## src/rtl/uart_byte_stream_bridge_pkg.sv

```systemverilog
// uart_pkg: shared constants, byte type and TX handshake states for the UART byte stream bridge
package uart_pkg;
   localparam int UART_CLK_FREQ = 50_000_000;
   localparam int UART_BAUD_RATE = 115_200;
   typedef logic [7:0] byte_t;
   typedef enum logic [1:0] {IDLE, REQ, REL} tx_state_t;
endpackage

```

## src/rtl/uart_byte_stream_bridge_if.sv

```systemverilog
// uart_byte_stream_bridge_if: stream-side and transceiver-side signals of the bridge
interface uart_byte_stream_bridge_if #(
   parameter int ADDR_W = 4
);
   import uart_pkg::*;
   byte_t s_tx_data;
   logic s_tx_valid;
   logic s_tx_ready;
   byte_t m_rx_data;
   logic m_rx_valid;
   logic m_rx_ready;
   logic [ADDR_W:0] tx_level;
   logic [ADDR_W:0] rx_level;
   logic rx_overflow;
   logic rx_ovf_clr;
   byte_t u_tx_data;
   logic u_tx_data_en;
   logic u_tx_busy;
   byte_t u_rx_data;
   logic u_rx_data_en;
   modport master (
      input s_tx_data, s_tx_valid, m_rx_ready, rx_ovf_clr, u_tx_busy, u_rx_data, u_rx_data_en,
      output s_tx_ready, m_rx_data, m_rx_valid, tx_level, rx_level, rx_overflow, u_tx_data, u_tx_data_en
   );
   modport slave (
      output s_tx_data, s_tx_valid, m_rx_ready, rx_ovf_clr, u_tx_busy, u_rx_data, u_rx_data_en,
      input s_tx_ready, m_rx_data, m_rx_valid, tx_level, rx_level, rx_overflow, u_tx_data, u_tx_data_en
   );
endinterface

```

## src/rtl/uart_byte_stream_bridge_sync_fifo.sv

```systemverilog
// sync_fifo: single-clock first-word-fall-through FIFO; a push while full is taken only when a pop frees a slot
module sync_fifo #(
   parameter int DATA_W = 8,
   parameter int ADDR_W = 4
) (
   input logic clk,
   input logic rst_n,
   input logic push,
   input logic [DATA_W-1:0] push_data,
   input logic pop,
   output logic [DATA_W-1:0] pop_data,
   output logic full,
   output logic empty,
   output logic [ADDR_W:0] level
);
   logic [DATA_W-1:0] mem [2**ADDR_W];
   logic [ADDR_W-1:0] wr_ptr, rd_ptr;
   logic do_push, do_pop;
   always_comb begin
      do_pop = pop && !empty;
      do_push = push && (!full || do_pop);
   end
   // level never exceeds 2**ADDR_W, so its MSB alone marks full
   assign full = level[ADDR_W];
   assign empty = level == '0;
   assign pop_data = mem[rd_ptr];
   always_ff @(posedge clk)
      if (do_push) mem[wr_ptr] <= push_data;
   always_ff @(posedge clk)
      if (!rst_n) begin
         wr_ptr <= '0;
         rd_ptr <= '0;
         level <= '0;
      end else begin
         wr_ptr <= wr_ptr + ADDR_W'(do_push);
         rd_ptr <= rd_ptr + ADDR_W'(do_pop);
         level <= level + (ADDR_W+1)'(do_push) - (ADDR_W+1)'(do_pop);
      end
endmodule

```

## src/rtl/uart_byte_stream_bridge.sv

```systemverilog
// uart_byte_stream_bridge: FIFO-buffered valid/ready streams around the UART transceiver request/busy handshake
module uart_byte_stream_bridge
   import uart_pkg::*;
#(
   parameter int ADDR_W = 4,
   parameter int ACK_TIMEOUT = 8
) (
   input logic clk,
   input logic rst_n,
   uart_byte_stream_bridge_if.master bus
);
   localparam int TW = $clog2(ACK_TIMEOUT + 1);
   tx_state_t state, state_nx;
   byte_t tx_head, tx_data, data_nx;
   logic [TW-1:0] timer, timer_nx;
   logic tx_full, tx_empty, tx_pop, held, held_nx;
   logic rx_full, rx_empty, rx_pop, rx_overflow;
   sync_fifo #(.DATA_W(8), .ADDR_W(ADDR_W)) u_tx_fifo (
      .clk(clk),
      .rst_n(rst_n),
      .push(bus.s_tx_valid && bus.s_tx_ready),
      .push_data(bus.s_tx_data),
      .pop(tx_pop),
      .pop_data(tx_head),
      .full(tx_full),
      .empty(tx_empty),
      .level(bus.tx_level)
   );
   sync_fifo #(.DATA_W(8), .ADDR_W(ADDR_W)) u_rx_fifo (
      .clk(clk),
      .rst_n(rst_n),
      .push(bus.u_rx_data_en),
      .push_data(bus.u_rx_data),
      .pop(rx_pop),
      .pop_data(bus.m_rx_data),
      .full(rx_full),
      .empty(rx_empty),
      .level(bus.rx_level)
   );
   assign bus.s_tx_ready = !tx_full;
   assign bus.m_rx_valid = !rx_empty;
   assign rx_pop = bus.m_rx_valid && bus.m_rx_ready;
   assign bus.rx_overflow = rx_overflow;
   assign bus.u_tx_data = tx_data;
   assign bus.u_tx_data_en = state == REQ;
   // held marks a loaded byte not yet acknowledged by busy, so a timeout retries it without popping
   always_comb begin
      state_nx = state;
      data_nx = tx_data;
      held_nx = held;
      timer_nx = '0;
      tx_pop = 1'b0;
      case (state)
         IDLE:
            if (!bus.u_tx_busy && (held || !tx_empty)) begin
               state_nx = REQ;
               tx_pop = !held;
               held_nx = 1'b1;
               data_nx = held ? tx_data : tx_head;
            end
         REQ:
            if (bus.u_tx_busy) begin
               state_nx = REL;
               held_nx = 1'b0;
            end else if (timer == TW'(ACK_TIMEOUT - 1)) state_nx = IDLE;
            else timer_nx = timer + 1'b1;
         REL:
            if (!bus.u_tx_busy) state_nx = IDLE;
         default: state_nx = IDLE;
      endcase
   end
   always_ff @(posedge clk)
      if (!rst_n) begin
         state <= IDLE;
         tx_data <= '0;
         held <= 1'b0;
         timer <= '0;
         rx_overflow <= 1'b0;
      end else begin
         state <= state_nx;
         tx_data <= data_nx;
         held <= held_nx;
         timer <= timer_nx;
         rx_overflow <= (bus.u_rx_data_en && rx_full && !rx_pop) || (rx_overflow && !bus.rx_ovf_clr);
      end
endmodule

```

## src/flat_wrapper.sv

```systemverilog
// flat-port wrapper written by rule: the top's interface ports become plain ports
module uart_byte_stream_bridge_flat import uart_pkg::*;
#(
   parameter int ADDR_W = 4,
   parameter int ACK_TIMEOUT = 8
)
  (clk, rst_n, bus_s_tx_data, bus_s_tx_valid, bus_m_rx_ready, bus_rx_ovf_clr, bus_u_tx_busy, bus_u_rx_data, bus_u_rx_data_en, bus_s_tx_ready, bus_m_rx_data, bus_m_rx_valid, bus_tx_level, bus_rx_level, bus_rx_overflow, bus_u_tx_data, bus_u_tx_data_en);
  uart_byte_stream_bridge_if #(.ADDR_W(ADDR_W)) bus_i ();
  input logic clk;
  input logic rst_n;
  input wire logic [$bits(bus_i.s_tx_data)-1:0] bus_s_tx_data;
  input wire logic [$bits(bus_i.s_tx_valid)-1:0] bus_s_tx_valid;
  input wire logic [$bits(bus_i.m_rx_ready)-1:0] bus_m_rx_ready;
  input wire logic [$bits(bus_i.rx_ovf_clr)-1:0] bus_rx_ovf_clr;
  input wire logic [$bits(bus_i.u_tx_busy)-1:0] bus_u_tx_busy;
  input wire logic [$bits(bus_i.u_rx_data)-1:0] bus_u_rx_data;
  input wire logic [$bits(bus_i.u_rx_data_en)-1:0] bus_u_rx_data_en;
  output wire logic [$bits(bus_i.s_tx_ready)-1:0] bus_s_tx_ready;
  output wire logic [$bits(bus_i.m_rx_data)-1:0] bus_m_rx_data;
  output wire logic [$bits(bus_i.m_rx_valid)-1:0] bus_m_rx_valid;
  output wire logic [$bits(bus_i.tx_level)-1:0] bus_tx_level;
  output wire logic [$bits(bus_i.rx_level)-1:0] bus_rx_level;
  output wire logic [$bits(bus_i.rx_overflow)-1:0] bus_rx_overflow;
  output wire logic [$bits(bus_i.u_tx_data)-1:0] bus_u_tx_data;
  output wire logic [$bits(bus_i.u_tx_data_en)-1:0] bus_u_tx_data_en;
  assign bus_i.s_tx_data = bus_s_tx_data;
  assign bus_i.s_tx_valid = bus_s_tx_valid;
  assign bus_i.m_rx_ready = bus_m_rx_ready;
  assign bus_i.rx_ovf_clr = bus_rx_ovf_clr;
  assign bus_i.u_tx_busy = bus_u_tx_busy;
  assign bus_i.u_rx_data = bus_u_rx_data;
  assign bus_i.u_rx_data_en = bus_u_rx_data_en;
  assign bus_s_tx_ready = bus_i.s_tx_ready;
  assign bus_m_rx_data = bus_i.m_rx_data;
  assign bus_m_rx_valid = bus_i.m_rx_valid;
  assign bus_tx_level = bus_i.tx_level;
  assign bus_rx_level = bus_i.rx_level;
  assign bus_rx_overflow = bus_i.rx_overflow;
  assign bus_u_tx_data = bus_i.u_tx_data;
  assign bus_u_tx_data_en = bus_i.u_tx_data_en;
  uart_byte_stream_bridge #(.ADDR_W(ADDR_W), .ACK_TIMEOUT(ACK_TIMEOUT)) u_core (.clk(clk), .rst_n(rst_n), .bus(bus_i));
endmodule
```

## config.mk

```make
export PLATFORM = sky130hd
export DESIGN_NAME = uart_byte_stream_bridge_flat
export DESIGN_NICKNAME = d
export VERILOG_FILES = /design/src/rtl/uart_byte_stream_bridge_pkg.sv /design/src/rtl/uart_byte_stream_bridge_if.sv /design/src/rtl/uart_byte_stream_bridge_sync_fifo.sv /design/src/rtl/uart_byte_stream_bridge.sv /design/src/flat_wrapper.sv
export SDC_FILE = /design/constraint.sdc
export NUM_CORES = 1
export LEC_CHECK = 0
export BUFFER_PORTS_ARGS = -buffer_cell sky130_fd_sc_hd__buf_4
export CORE_MARGIN = 2
export CORE_UTILIZATION = 45
export DETAILED_ROUTE_END_ITERATION = 10
export SYNTH_ARGS = -nofsm -noshare
export SYNTH_HDL_FRONTEND = slang
export SYNTH_HIERARCHICAL = 1
export SYNTH_SLANG_ARGS = --single-unit
```

## constraint.sdc

```tcl
create_clock -name clk -period 2.9 [get_ports clk]
set_input_delay 0.29 -clock clk [delete_from_list [all_inputs] [get_ports clk]]
set_output_delay 0.29 -clock clk [all_outputs]
set_load 0.005 [all_outputs]
```

After elaboration in Yosys (flattened, before gate mapping)
Memory sizes are Yosys's and may differ from the RTL's. A register that Yosys moved wholly into a read port is not among the register bits.
Index checks and enable logic that the tools add are counted.
- add/subtract/negate cells: 9
- equality and inequality tests: 7
- muxes and demuxes: 15
- bitwise operators: 3
- reduce and logical (&&, ||, !) cells: 31
- operators with widths (cell ; number):
    adder 4 x 1 -> 4 bit ; 4
    adder 5 x 1 -> 5 bit ; 2
    logical AND 1 bit ; 10
    zero test 5 bit ; 2
    subtractor 5 x 1 -> 5 bit ; 2
    zero test 1 bit ; 9
    AND reduction 3 bit ; 3
    2-to-1 mux 1 bit ; 8
    2-to-1 mux 2 bit ; 4
    case mux 2 bit (3 select lines) ; 1
    adder 4 x 1 -> 4 bit, second input constant ; 1
    equality test 4 x 3 -> 1 bit, second input constant ; 1
    logical OR 1 bit ; 4
    2-to-1 mux 4 bit ; 1
    inequality test 2 bit, second input constant ; 2
    OR reduction 4 bit ; 1
    inequality test 3 x 2 -> 1 bit, second input constant ; 1
    inverter 1 bit ; 3
    equality test 2 x 1 -> 1 bit, second input constant ; 1
    equality test 2 bit, second input constant ; 1
    zero test 2 bit ; 1
    inequality test 2 x 1 -> 1 bit, second input constant ; 1
    case mux 1 bit (2 select lines) ; 1
    nonzero test 2 bit ; 1
- register bits after elaboration: 34
- memory bits (writable): 256
- input bits: 23
- output and inout port bits: 30
- word-level logic and storage cells: 77
- memories: 2
- memories (memory ; depth ; width ; rd ports ; clocked after Yosys merged registers in ; wr ports ; line ; text):
    u_core.u_rx_fifo.mem ; 16 ; 8 ; 1 ; 1 ; 1 ; uart_byte_stream_bridge_sync_fifo.sv:16 ; logic [DATA_W-1:0] mem [2**ADDR_W];
    u_core.u_tx_fifo.mem ; 16 ; 8 ; 1 ; 1 ; 1 ; uart_byte_stream_bridge_sync_fifo.sv:16 ;

Longest topological paths before layout
Gate-level depths: netlist of the first run.
- depth in word-level cells: 11
- mapped depth: 16
- gate-level depth less buffers: 15

Modules after synthesis
The synthesis of the first run kept the hierarchy.
- modules (own cells, without submodules) (module ; times used ; cells each ; area an instance (um2) ; sequential area each (um2)):
    sync_fifo at u_core.u_tx_fifo ; 1 ; 291 ; 5641.7 ; 4103.9
    sync_fifo at u_core.u_rx_fifo ; 1 ; 290 ; 5640.4 ; 4103.9
    uart_byte_stream_bridge ; 1 ; 75 ; 689.4 ; 320.3

Worst setup path after synthesis of the first run
OpenSTA, ideal clock, no wires.
- kind: reg-to-reg
- from: register u_core.u_tx_fifo.level[3]
- to: register u_core.u_tx_fifo.level[4]
- setup time: 122 ps
- data arrival time: 2959 ps
- data required time: 2778 ps
- setup slack: -181 ps
- cell stages (with the launch flop): 16
- path buffers: 1
- period minus slack after synthesis: 3081 ps
- path through: dfxtp_1 > inv_1 > ha_1 > nor4b_1 > nor4b_4 > buf_6 > o21ai_0 > ha_1 > inv_1 > ha_1 > inv_1 > fa_1 > nand2b_1 > a21oi_1 > o21ai_0 > nor3b_1
- longest elaborated chain between the ends: 11
- RTL lines (item ; line ; text):
    start: declaration ; uart_byte_stream_bridge_sync_fifo.sv:14 ; output logic [ADDR_W:0] level
    start signal: assignment ; uart_byte_stream_bridge_sync_fifo.sv:37 ; level <= level + (ADDR_W+1)'(do_push) - (ADDR_W+1)'(do_pop);
    zero test 5 bit * ; uart_byte_stream_bridge_sync_fifo.sv:25 ; assign empty = level == '0;
    via u_core.tx_empty ; uart_byte_stream_bridge.sv:16 ; logic tx_full, tx_empty, tx_pop, held, held_nx;
    zero test 1 bit * ; uart_byte_stream_bridge.sv:55 ; if (!bus.u_tx_busy && (held || !tx_empty)) begin
    logical OR 1 bit * ; uart_byte_stream_bridge.sv:55 ;
    logical AND 1 bit * ; uart_byte_stream_bridge.sv:55 ;
    2-to-1 mux 1 bit * ; uart_byte_stream_bridge.sv:55 ;
    2-to-1 mux 1 bit * ; uart_byte_stream_bridge.sv:53 ; case (state)
    via u_core.tx_pop ; uart_byte_stream_bridge.sv:16 ;
    logical AND 1 bit * ; uart_byte_stream_bridge_sync_fifo.sv:20 ; do_pop = pop && !empty;
    logical OR 1 bit ; uart_byte_stream_bridge_sync_fifo.sv:21 ; do_push = push && (!full || do_pop);
    logical AND 1 bit ; uart_byte_stream_bridge_sync_fifo.sv:21 ;
    adder 5 x 1 -> 5 bit ; uart_byte_stream_bridge_sync_fifo.sv:37 ;
    subtractor 5 x 1 -> 5 bit * ; uart_byte_stream_bridge_sync_fifo.sv:37 ;
The timed path passes the listed nets; every way through them passes the cells marked *.
A chain may end at the register's enable or synchronous reset.

Final worst setup path of the first run
- from: register u_core.u_tx_fifo.level[2]
- to: register u_core.u_tx_fifo.level[4]
- longest elaborated chain between the ends: 11
- RTL lines (item ; line):
    zero test 5 bit * ; uart_byte_stream_bridge_sync_fifo.sv:25
    via u_core.tx_empty ; uart_byte_stream_bridge.sv:16
    zero test 1 bit * ; uart_byte_stream_bridge_sync_fifo.sv:20, uart_byte_stream_bridge.sv:55
    logical OR 1 bit ; uart_byte_stream_bridge.sv:55
    logical AND 1 bit ; uart_byte_stream_bridge.sv:55
    2-to-1 mux 1 bit ; uart_byte_stream_bridge.sv:55
    2-to-1 mux 1 bit ; uart_byte_stream_bridge.sv:53
    logical AND 1 bit * ; uart_byte_stream_bridge_sync_fifo.sv:20
    logical OR 1 bit ; uart_byte_stream_bridge_sync_fifo.sv:21
    logical AND 1 bit ; uart_byte_stream_bridge_sync_fifo.sv:21
    adder 5 x 1 -> 5 bit ; uart_byte_stream_bridge_sync_fifo.sv:37
    subtractor 5 x 1 -> 5 bit * ; uart_byte_stream_bridge_sync_fifo.sv:37
Marked as above.

==> report_table.html, run 1 <==
<table>
<tr><th>Metric</th><th>Value</th></tr>
<tr><th colspan="2">Outcome</th></tr>
<tr><td>Result of the run</td><td>completed</td></tr>
<tr><th colspan="2">Layout</th></tr>
<tr><td>Most common cell after layout, fill and taps aside</td><td>sky130_fd_sc_hd__edfxtp_1</td></tr>
<tr><td>Number of nets in the finished design</td><td>809</td></tr>
<tr><td>Highest-count cells in the layout ignoring fill and taps</td><td>sky130_fd_sc_hd__edfxtp_1 (256), sky130_fd_sc_hd__buf_4 (103), sky130_fd_sc_hd__nor2_1 (45)</td></tr>
<tr><td>Number of inserted filler cells in the final layout</td><td>2027</td></tr>
<tr><td>Post-route cell area</td><td>14120 um2</td></tr>
<tr><td>Area growth from synthesis to final layout</td><td>17.97%</td></tr>
<tr><td>Diodes inserted</td><td>0</td></tr>
<tr><td>Share of final-layout standard cells stronger than drive strength 1</td><td>27.19%</td></tr>
<tr><td>Final non-filler cell total</td><td>1122</td></tr>
<tr><th colspan="2">Yosys</th></tr>
<tr><td>Mapped cell area</td><td>11970 um2</td></tr>
<tr><td>Post-synth net total</td><td>702</td></tr>
<tr><td>Gate Count Post-Synth</td><td>656</td></tr>
<tr><td>Cell type with the largest total area after synthesis</td><td>sky130_fd_sc_hd__edfxtp_1</td></tr>
<tr><td>Ys Warns</td><td>6</td></tr>
<tr><td>Unique cell type count in the Yosys netlist</td><td>39</td></tr>
<tr><td>Synthesized area divided by synthesized cell count</td><td>18.25 um2</td></tr>
<tr><td>Cell types occupying the most area after synthesis</td><td>sky130_fd_sc_hd__edfxtp_1 (64%), sky130_fd_sc_hd__dfxtp_1 (7.0%), sky130_fd_sc_hd__mux4_2 (6.8%), sky130_fd_sc_hd__mux4_1 (6.1%), sky130_fd_sc_hd__ha_1 (2.2%)</td></tr>
<tr><td>Number of synthesized flops with an enable pin</td><td>256</td></tr>
<tr><td>Share of Yosys cell area claimed by the top area cell type</td><td>64.21%</td></tr>
<tr><td>Async set or reset register ratio after synthesis</td><td>0%</td></tr>
<tr><td>Ys flop type</td><td>sky130_fd_sc_hd__edfxtp_1</td></tr>
<tr><td>Sequential share of the synthesized area</td><td>71.24%</td></tr>
<tr><td>Register bit count reported by yosys</td><td>298</td></tr>
<tr><th colspan="2">Power and ir drop</th></tr>
<tr><td>Internal power contribution</td><td>8.819 mW</td></tr>
<tr><td>Share of power burned in registers</td><td>43.1%</td></tr>
<tr><td>Combinational cell fraction of total power</td><td>23.6%</td></tr>
<tr><td>PD cells</td><td>839.7 nW/um2</td></tr>
<tr><td>Switching power as a share of total power</td><td>25.64%</td></tr>
<tr><td>NetSw</td><td>3.040 mW</td></tr>
<tr><td>IR drop worst, VDD</td><td>0.0004846 V</td></tr>
<tr><td>Cell leakage power</td><td>4.893 nW</td></tr>
<tr><td>Part of the total power dissipated in the clock network</td><td>33.3%</td></tr>
<tr><th colspan="2">Worst hold path</th></tr>
<tr><td>Type of the worst min-delay path</td><td>input port to flop</td></tr>
<tr><th colspan="2">Critical path</th></tr>
<tr><td>Cell with the largest stage delay on the worst path</td><td>sky130_fd_sc_hd__fa_2</td></tr>
<tr><td>Series of cell instances along the critical path</td><td>inv_2, ha_1, nor4b_4, nor4b_4, inv_1, nor2_2, ha_1, inv_1, ha_2, inv_2, fa_2, nand2b_4, a21oi_4, o21ai_0, nor3b_2</td></tr>
<tr><td>Endpoint type of the worst setup path</td><td>flop</td></tr>
<tr><td>Data arrival, critical path</td><td>3.22 ns</td></tr>
<tr><td>Biggest fanout along the worst timing path</td><td>4</td></tr>
<tr><td>Endpoint of the worst register-to-register path</td><td>u_core/u_tx_fifo/level[4]</td></tr>
<tr><td>Startpoint Class</td><td>flop</td></tr>
<tr><td>Slack of the worst reg-to-reg path</td><td>0.1 ns</td></tr>
<tr><td>Setup CP Type</td><td>flop to flop</td></tr>
<tr><td>Required time at the endpoint of the critical path</td><td>3.32 ns</td></tr>
<tr><td>FF-to-FF path depth</td><td>15</td></tr>
<tr><td>Worst setup path endpoint</td><td>u_core/u_tx_fifo/level[4]</td></tr>
<tr><td>Launching instance or port of the critical path</td><td>u_core/u_tx_fifo/level[2]</td></tr>
<tr><td>CP max stage delay</td><td>0.40 ns</td></tr>
<tr><td>FF-to-FF Start</td><td>u_core/u_tx_fifo/level[2]</td></tr>
<tr><th colspan="2">Drt</th></tr>
<tr><td>Antenna Violating Nets Remaining</td><td>0</td></tr>
<tr><td>Routed length per instance</td><td>21.11 um</td></tr>
<tr><td>Remaining routing DRC violations</td><td>0</td></tr>
<tr><td>Iter 0 DRT Violations</td><td>446</td></tr>
<tr><td>Via count</td><td>6145</td></tr>
<tr><td>Per-cell via count in the routed design</td><td>5.477</td></tr>
<tr><td>Length of the first detailed-routing pass in iterations</td><td>5</td></tr>
<tr><td>Final routed wirelength across all metal layers</td><td>23690 um</td></tr>
<tr><th colspan="2">STA</th></tr>
<tr><td>Measured slew at the worst slew-check pin</td><td>0.7408 ns</td></tr>
<tr><td>Fin Hold WS</td><td>0.06415 ns</td></tr>
<tr><td>Post-layout min period</td><td>2.804 ns</td></tr>
<tr><td>Final worst path period share</td><td>96.69%</td></tr>
<tr><td>Summed negative setup slack over all endpoints</td><td>0 ns</td></tr>
<tr><td>Setup Viol. Count Final</td><td>0</td></tr>
<tr><td>Number of slew-limit violations in the final report</td><td>0</td></tr>
<tr><td>Worst clock skew on the final layout</td><td>0.008768 ns</td></tr>
<tr><td>Endpoints failing hold</td><td>0</td></tr>
<tr><td>Achievable frequency</td><td>356.6 MHz</td></tr>
<tr><td>Max-slew headroom</td><td>50.43%</td></tr>
<tr><th colspan="2">Global routing</th></tr>
<tr><td>Number of antenna violations at the first check in global routing</td><td>0</td></tr>
<tr><td>GRT overflow</td><td>0</td></tr>
<tr><td>Global-route total usage across every layer</td><td>17.00%</td></tr>
<tr><td>Via count of the first global-routing pass</td><td>6273</td></tr>
<tr><td>Global-route wire length before repair</td><td>36510 um</td></tr>
<tr><td>Maximum number of pins on one net before global-route repair</td><td>35</td></tr>
<tr><th colspan="2">Clock network</th></tr>
<tr><td>Clk buf depth</td><td>3</td></tr>
<tr><td>Sinks on Clock Net</td><td>298</td></tr>
<tr><td>Master cell of the clock root buffer</td><td>sky130_fd_sc_hd__clkbuf_16</td></tr>
<tr><td>Clock-pin slew reported for the worst setup and hold paths after clock tree synthesis</td><td>0.06 ns</td></tr>
<tr><td>Inserted Clock Buffers</td><td>30</td></tr>
<tr><td>H-tree level count</td><td>1</td></tr>
<tr><td>Worst-Skew Late Latency</td><td>0.54 ns</td></tr>
<tr><td>CTS tree</td><td>done</td></tr>
<tr><th colspan="2">Place</th></tr>
<tr><td>Post-detail-place hpwl</td><td>14990 um</td></tr>
<tr><td>RePlAce Congestion</td><td>0.7448</td></tr>
<tr><td># port buffers</td><td>52</td></tr>
<tr><td>Cell area reported after detailed placement</td><td>12940 um2</td></tr>
<tr><td>Post-placement cell count</td><td>1061</td></tr>
<tr><th colspan="2">Floorplanning</th></tr>
<tr><td>Starting utilization of the core area</td><td>45.94%</td></tr>
<tr><td>Die Footprint</td><td>27920 um2</td></tr>
<tr><td>Top-level I/O count</td><td>53</td></tr>
<tr><td>Rows</td><td>59</td></tr>
<tr><td>Floorplan die width</td><td>167.1 um</td></tr>
<tr><td>Die extent in y</td><td>167.1 um</td></tr>
<tr><td>Standard cell core area</td><td>26060 um2</td></tr>
<tr><th colspan="2">Run</th></tr>
<tr><td>Number of max-cap violations</td><td>0</td></tr>
</table>
## power groups by stage
stage          logic [mW]  registers [mW]  clock network [mW]
2_1_floorplan        1.84            5.12                   0
3_3_place_gp         2.60            5.18                   0
3_5_place_dp         2.67            5.19                   0
4_1_cts              2.72            5.11                4.03
5_1_grt              3.04            5.15                4.22
6_report             2.79            5.12                3.95
## per-layer routing
layer / vias to the layer above / share of wire, % / track usage (%)
met5: - / 0 / 0
met4: 0 / 1.3 / 3.448
met3: 25 / 5.9 / 3.545
met2: 154 / 47 / 27.02
met1: 3171 / 46 / 24.66
li1: 2795 / - / -
## worst min-delay path by stage
stage,startpoint,end,slack [ns],cells past startpoint
after floorplan,bus_u_tx_busy,u_core/held,0.38,1
after global placement,u_core/timer[0],u_core/timer[0],0.43,1
after detailed placement,u_core/timer[0],u_core/timer[0],0.45,1
after CTS,bus_u_rx_data[4],u_core/u_rx_fifo/mem[10][4],0.04,1
after global routing,bus_u_rx_data[4],u_core/u_rx_fifo/mem[10][4],0.06,1
final,bus_s_tx_data[5],u_core/u_tx_fifo/mem[14][5],0.06,1
## kinds of logic (layout without fill, tap and decap cells)
logic type / count (synthesis) / count (layout) / share of synthesized area, %
DFF: 298 / 298 / 71.24
and+or+nand+nor: 138 / 138 / 5.633
muxes: 72 / 72 / 13.59
buffers and inverters: 58 / 189 / 2.843
AOI/OAI and AO/OA: 50 / 50 / 2.926
adders and majority gates: 23 / 23 / 2.529
xor gates and xnor gates: 17 / 17 / 1.244
## cell type report
type	instances	area [um2]	share of cell area (%)
Clock inverter	8	46.29	0.3278
Clock buffer	48	1016	7.194
Multi-Input combinational cell	300	3178	22.50
Sequential cell	298	8538	60.46
Timing Repair Buffer	106	823.3	5.830
Tap cell	335	419.2	2.968
Inverter	27	101.3	0.7176
## cells in the mapped netlist, types with 6 or more instances
cell and count:
sky130_fd_sc_hd__ha_1 21, sky130_fd_sc_hd__nor3_1 10, sky130_fd_sc_hd__xnor2_1 9, sky130_fd_sc_hd__buf_4 6
sky130_fd_sc_hd__nand2b_1 6, sky130_fd_sc_hd__nor2_1 46, sky130_fd_sc_hd__edfxtp_1 256, sky130_fd_sc_hd__dfxtp_1 42
sky130_fd_sc_hd__a22oi_1 32, sky130_fd_sc_hd__inv_1 27, sky130_fd_sc_hd__buf_2 8, sky130_fd_sc_hd__and2_1 13
sky130_fd_sc_hd__nand3_1 7, sky130_fd_sc_hd__mux4_2 36, sky130_fd_sc_hd__mux2i_1 8, sky130_fd_sc_hd__buf_6 7
sky130_fd_sc_hd__mux4_1 28, sky130_fd_sc_hd__xor2_1 8, sky130_fd_sc_hd__nand2_1 36, sky130_fd_sc_hd__clkdlybuf4s25_2 6
## stage by stage
step / util [%] / setup WS (ns) / power (mW)
6_report: 54.19 / 0.09608 / 11.86
2_1_floorplan: - / 0.03704 / 6.956
3_5_place_dp: 49.67 / -0.04391 / 7.864
4_1_cts: 53.90 / 0.005305 / 11.86
5_1_grt: 54.19 / -0.01481 / 12.42
3_3_place_gp: 49.67 / 0.07134 / 7.772
## registers in the layout (all words and copies together), names as in the netlist
| name | flops |
|---|---|
| u_core/u_rx_fifo/level | 5 |
| u_core/timer | 4 |
| u_core/u_tx_fifo/rd_ptr | 4 |
| u_core/u_rx_fifo/rd_ptr | 4 |
| u_core/u_tx_fifo/wr_ptr | 4 |
| u_core/u_rx_fifo/wr_ptr | 4 |
| u_core/u_rx_fifo/mem | 128 |
| u_core/bus.rx_overflow | 1 |
| u_core/u_tx_fifo/level | 5 |
| u_core/u_tx_fifo/mem | 128 |
| u_core/held | 1 |
| u_core/state | 2 |
| u_core/bus.u_tx_data | 8 |
## what timing repair did
item                                    in CTS  in global routing
hold buffers                                 1                  0
resized for setup                            5                 19
pin swaps                                    3                  6
hold endpoints to repair                     1                  0
endpoints found under the setup margin       2                  8
setup buffers                                2                  2
## worst max-delay path: cells and delay by family, from the launching register on
| family | cells | cell delay (ns) |
|---|---|---|
| flops | 1 | 0.33 |
| fa+ha+maj | 4 | 1.00 |
| compound gates | 2 | 0.22 |
| simple gates | 5 | 0.89 |
| buf+inv | 4 | 0.23 |
No activity file was read; power rests on OpenSTA's default activity.
==> inputs of run 2 (changes only) <==
--- a/config.mk
+++ b/config.mk
@@ -7,8 +7,10 @@
 export LEC_CHECK = 0
 export BUFFER_PORTS_ARGS = -buffer_cell sky130_fd_sc_hd__buf_4
 export CORE_MARGIN = 2
-export CORE_UTILIZATION = 45
+export CORE_UTILIZATION = 55
 export DETAILED_ROUTE_END_ITERATION = 10
+export MAX_ROUTING_LAYER = met4
+export PLACE_DENSITY = 0.75
 export SYNTH_ARGS = -nofsm -noshare
 export SYNTH_HDL_FRONTEND = slang
 export SYNTH_HIERARCHICAL = 1
==> run 2 against run 1 <==
Count of clock-buffer cells in the layout decreased by 16. Final cell count shrank 5.5%. Non-clock buffer count rose by 2. Die area decreased by 18%. Worst hold slack lost 0.0043 ns. Clock skew up 0.0062 ns.
==> report_table.html, run 2 (synthesis gave the netlist of run 1 again) <==
<table>
<tr><th>Metric</th><th>Value</th></tr>
<tr><th colspan="2">Drt</th></tr>
<tr><td>Remaining routing DRC violations</td><td>0 (unchanged)</td></tr>
<tr><td>Per-cell via count in the routed design</td><td>5.793 (was 5.477)</td></tr>
<tr><td>Final routed wirelength across all metal layers</td><td>22630 um (was 23690 um)</td></tr>
<tr><td>Routed length per instance</td><td>21.35 um (was 21.11 um)</td></tr>
<tr><td>Iter 0 DRT Violations</td><td>421 (was 446)</td></tr>
<tr><td>Via count</td><td>6141 (was 6145)</td></tr>
<tr><td>Antenna Violating Nets Remaining</td><td>0 (unchanged)</td></tr>
<tr><td>Length of the first detailed-routing pass in iterations</td><td>5 (unchanged)</td></tr>
<tr><th colspan="2">Floorplanning</th></tr>
<tr><td>Starting utilization of the core area</td><td>56.42% (was 45.94%)</td></tr>
<tr><td>Rows</td><td>53 (was 59)</td></tr>
<tr><td>Die Footprint</td><td>22960 um2 (was 27920 um2)</td></tr>
<tr><td>Top-level I/O count</td><td>53 (unchanged)</td></tr>
<tr><td>Floorplan die width</td><td>151.5 um (was 167.1 um)</td></tr>
<tr><td>Standard cell core area</td><td>21220 um2 (was 26060 um2)</td></tr>
<tr><td>Die extent in y</td><td>151.5 um (was 167.1 um)</td></tr>
<tr><th colspan="2">Clock network</th></tr>
<tr><td>Clock-pin slew reported for the worst setup and hold paths after clock tree synthesis</td><td>0.06 ns (about the same)</td></tr>
<tr><td>H-tree level count</td><td>1 (unchanged)</td></tr>
<tr><td>Sinks on Clock Net</td><td>298 (unchanged)</td></tr>
<tr><td>Worst-Skew Late Latency</td><td>0.54 ns (about the same)</td></tr>
<tr><td>Inserted Clock Buffers</td><td>29 (was 30)</td></tr>
<tr><td>Master cell of the clock root buffer</td><td>sky130_fd_sc_hd__clkbuf_16 (unchanged)</td></tr>
<tr><td>CTS tree</td><td>done (unchanged)</td></tr>
<tr><td>Clk buf depth</td><td>3 (unchanged)</td></tr>
<tr><th colspan="2">Critical path</th></tr>
<tr><td>Biggest fanout along the worst timing path</td><td>3 (was 4)</td></tr>
<tr><td>Setup CP Type</td><td>flop to flop (unchanged)</td></tr>
<tr><td>Startpoint Class</td><td>flop (unchanged)</td></tr>
<tr><td>Endpoint type of the worst setup path</td><td>flop (unchanged)</td></tr>
<tr><td>Series of cell instances along the critical path</td><td>inv_1, ha_1, nor4b_4, nor2b_2, nor2b_4, ha_1, inv_1, ha_1, inv_1, fa_2, nand2b_1, a21oi_2, o21ai_0, nor3b_1 (was inv_2, ha_1, nor4b_4, nor4b_4, inv_1, nor2_2, ha_1, inv_1, ha_2, inv_2, fa_2, nand2b_4, a21oi_4, o21ai_0, nor3b_2)</td></tr>
<tr><td>Endpoint of the worst register-to-register path</td><td>u_core/u_rx_fifo/level[4] (was u_core/u_tx_fifo/level[4])</td></tr>
<tr><td>Required time at the endpoint of the critical path</td><td>3.32 ns (about the same)</td></tr>
<tr><td>CP max stage delay</td><td>0.36 ns (was 0.40 ns)</td></tr>
<tr><td>Cell with the largest stage delay on the worst path</td><td>sky130_fd_sc_hd__fa_2 (unchanged)</td></tr>
<tr><td>FF-to-FF Start</td><td>u_core/u_rx_fifo/level[2] (was u_core/u_tx_fifo/level[2])</td></tr>
<tr><td>Slack of the worst reg-to-reg path</td><td>0.11 ns (was 0.1 ns)</td></tr>
<tr><td>FF-to-FF path depth</td><td>14 (was 15)</td></tr>
<tr><td>Data arrival, critical path</td><td>3.21 ns (was 3.22 ns)</td></tr>
<tr><th colspan="2">Global routing</th></tr>
<tr><td>Number of antenna violations at the first check in global routing</td><td>0 (unchanged)</td></tr>
<tr><td>Global-route wire length before repair</td><td>34980 um (was 36510 um)</td></tr>
<tr><td>Global-route total usage across every layer</td><td>21.10% (was 17.00%)</td></tr>
<tr><td>GRT overflow</td><td>0 (unchanged)</td></tr>
<tr><td>Maximum number of pins on one net before global-route repair</td><td>35 (unchanged)</td></tr>
<tr><td>Via count of the first global-routing pass</td><td>6260 (was 6273)</td></tr>
<tr><th colspan="2">STA</th></tr>
<tr><td>Max-slew headroom</td><td>40.15% (was 50.43%)</td></tr>
<tr><td>Measured slew at the worst slew-check pin</td><td>0.8945 ns (was 0.7408 ns)</td></tr>
<tr><td>Achievable frequency</td><td>357.9 MHz (was 356.6 MHz)</td></tr>
<tr><td>Endpoints failing hold</td><td>0 (unchanged)</td></tr>
<tr><td>Summed negative setup slack over all endpoints</td><td>0 ns (unchanged)</td></tr>
<tr><td>Worst clock skew on the final layout</td><td>0.01500 ns (was 0.008768 ns)</td></tr>
<tr><td>Post-layout min period</td><td>2.794 ns (was 2.804 ns)</td></tr>
<tr><td>RSZ-0062 raised after global routing</td><td>true</td></tr>
<tr><td>Setup Viol. Count Final</td><td>0 (unchanged)</td></tr>
<tr><td>Final worst path period share</td><td>96.35% (was 96.69%)</td></tr>
<tr><td>Number of slew-limit violations in the final report</td><td>0 (unchanged)</td></tr>
<tr><td>Fin Hold WS</td><td>0.05984 ns (was 0.06415 ns)</td></tr>
<tr><th colspan="2">Layout</th></tr>
<tr><td>Most common cell after layout, fill and taps aside</td><td>sky130_fd_sc_hd__edfxtp_1 (unchanged)</td></tr>
<tr><td>Post-route cell area</td><td>13910 um2 (was 14120 um2)</td></tr>
<tr><td>Highest-count cells in the layout ignoring fill and taps</td><td>sky130_fd_sc_hd__edfxtp_1 (256), sky130_fd_sc_hd__buf_4 (106), sky130_fd_sc_hd__nor2_1 (45), sky130_fd_sc_hd__dfxtp_1 (37) (was sky130_fd_sc_hd__edfxtp_1 (256), sky130_fd_sc_hd__buf_4 (103), sky130_fd_sc_hd__nor2_1 (45))</td></tr>
<tr><td>Share of final-layout standard cells stronger than drive strength 1</td><td>26.50% (was 27.19%)</td></tr>
<tr><td>Final cell utilization of the core</td><td>65.54% (was 54.19%)</td></tr>
<tr><td>Number of nets in the finished design</td><td>810 (was 809)</td></tr>
<tr><td>Diodes inserted</td><td>0 (unchanged)</td></tr>
<tr><td>Footprint of the multi-input gates</td><td>3179 um2 (was 3178 um2)</td></tr>
<tr><td>Number of inserted filler cells in the final layout</td><td>1392 (was 2027)</td></tr>
<tr><td>Area growth from synthesis to final layout</td><td>16.17% (was 17.97%)</td></tr>
<tr><td>Sequential standard cell area</td><td>8537 um2 (was 8538 um2)</td></tr>
<tr><th colspan="2">Outcome</th></tr>
<tr><td>Result of the run</td><td>completed (unchanged)</td></tr>
<tr><th colspan="2">Place</th></tr>
<tr><td>Post-detail-place hpwl</td><td>14960 um (was 14990 um)</td></tr>
<tr><td>Cell area reported after detailed placement</td><td>12840 um2 (was 12940 um2)</td></tr>
<tr><td>RePlAce Congestion</td><td>0.7766 (was 0.7448)</td></tr>
<tr><td># port buffers</td><td>52 (unchanged)</td></tr>
<tr><th colspan="2">Power and ir drop</th></tr>
<tr><td>PD cells</td><td>828.9 nW/um2 (was 839.7 nW/um2)</td></tr>
<tr><td>NetSw</td><td>2.971 mW (was 3.040 mW)</td></tr>
<tr><td>Internal power contribution</td><td>8.556 mW (was 8.819 mW)</td></tr>
<tr><td>Switching power as a share of total power</td><td>25.78% (was 25.64%)</td></tr>
<tr><td>Combinational cell fraction of total power</td><td>24.2% (was 23.6%)</td></tr>
<tr><td>Cell leakage power</td><td>4.808 nW (was 4.893 nW)</td></tr>
<tr><td>IR drop worst, VDD</td><td>0.0006337 V (was 0.0004846 V)</td></tr>
<tr><td>Share of power burned in registers</td><td>44.8% (was 43.1%)</td></tr>
<tr><td>Part of the total power dissipated in the clock network</td><td>31.0% (was 33.3%)</td></tr>
<tr><th colspan="2">Worst hold path</th></tr>
<tr><td>Type of the worst min-delay path</td><td>input port to flop (unchanged)</td></tr>
<tr><td>End point of the most critical hold path</td><td>u_core/u_rx_fifo/mem[11][7] (was u_core/u_tx_fifo/mem[14][5])</td></tr>
<tr><td>Hold depth</td><td>1 (unchanged)</td></tr>
<tr><td>Start point of the worst min-delay path</td><td>bus_u_rx_data[7] (was bus_s_tx_data[5])</td></tr>
<tr><th colspan="2">Run</th></tr>
<tr><td>Number of max-cap violations</td><td>0 (unchanged)</td></tr>
</table>
## run 2: worst max path at each step
stage | slack [ns] | end | start | cells after the start
after floorplan | 0.04 | u_core/u_tx_fifo/level[4] | u_core/u_tx_fifo/level[3] | 15
after global placement | 0.14 | u_core/u_tx_fifo/level[4] | u_core/u_tx_fifo/level[2] | 15
after detailed placement | -0.14 | u_core/u_tx_fifo/level[4] | u_core/u_tx_fifo/level[3] | 14
after CTS | 0.002 | u_core/u_tx_fifo/level[4] | u_core/u_tx_fifo/level[3] | 15
after global routing | -0.11 | u_core/u_rx_fifo/level[4] | u_core/u_rx_fifo/level[2] | 14
final | 0.11 | u_core/u_rx_fifo/level[4] | u_core/u_rx_fifo/level[2] | 14
## run 2: stage by stage
step | std cells | power, mW | setup slack, ns
after floorplan | 656 | 6.956 | 0.03704
after global placement | 999 | 7.683 | 0.1369
after detailed placement | 999 | 7.827 | -0.1395
after CTS | 1053 | 11.46 | 0.001871
after global routing | 1060 | 12.06 | -0.1086
final | 1060 | 11.53 | 0.1059
## run 2: final cells by class
| type | instances | area share [%] |
|---|---|---|
| Multi-Input combinational cell | 300 | 22.86 |
| Inverter | 27 | 0.7287 |
| Tap cell | 275 | 2.474 |
| Clock buffer | 32 | 5.299 |
| Timing Repair Buffer | 108 | 5.938 |
| Sequential cell | 298 | 61.39 |
| Clock inverter | 20 | 1.314 |
## run 2: timing repair
item	4_1_cts	5_1_grt
setup buffers	1	7
setup endpoints to repair	2	4
endpoints found under the hold margin	1	0
gates resized for setup	8	16
pin swaps	0	5
hold buffers	1	0
## run 2: worst max-delay path, delay by kind of cell (launching register included)
kind                     cells  cell delay (ns)
adder cells (fa/ha/maj)      4             0.98
AND/OR/NAND/NOR              5             0.85
flip-flops                   1             0.33
AO/OA/AOI/OAI                2             0.29
buffers and inverters        3             0.23
## run 2: metal layers
layer  part of all wire, %  vias up  GRT usage [%]
li1                      -     2793              -
met1                    39     3155          25.25
met2                    55      154          38.24
met3                   4.0       39          2.964
met4                   2.1        0          5.000
met5                     0        -              -
## run 2: power groups by stage
stage	Combinational, mW	Sequential (mW)	Clock, mW
after CTS	2.65	5.16	3.65
after detailed placement	2.58	5.24	0
after global routing	3.04	5.20	3.82
after global placement	2.47	5.22	0
after floorplan	1.84	5.12	0
final	2.79	5.16	3.57
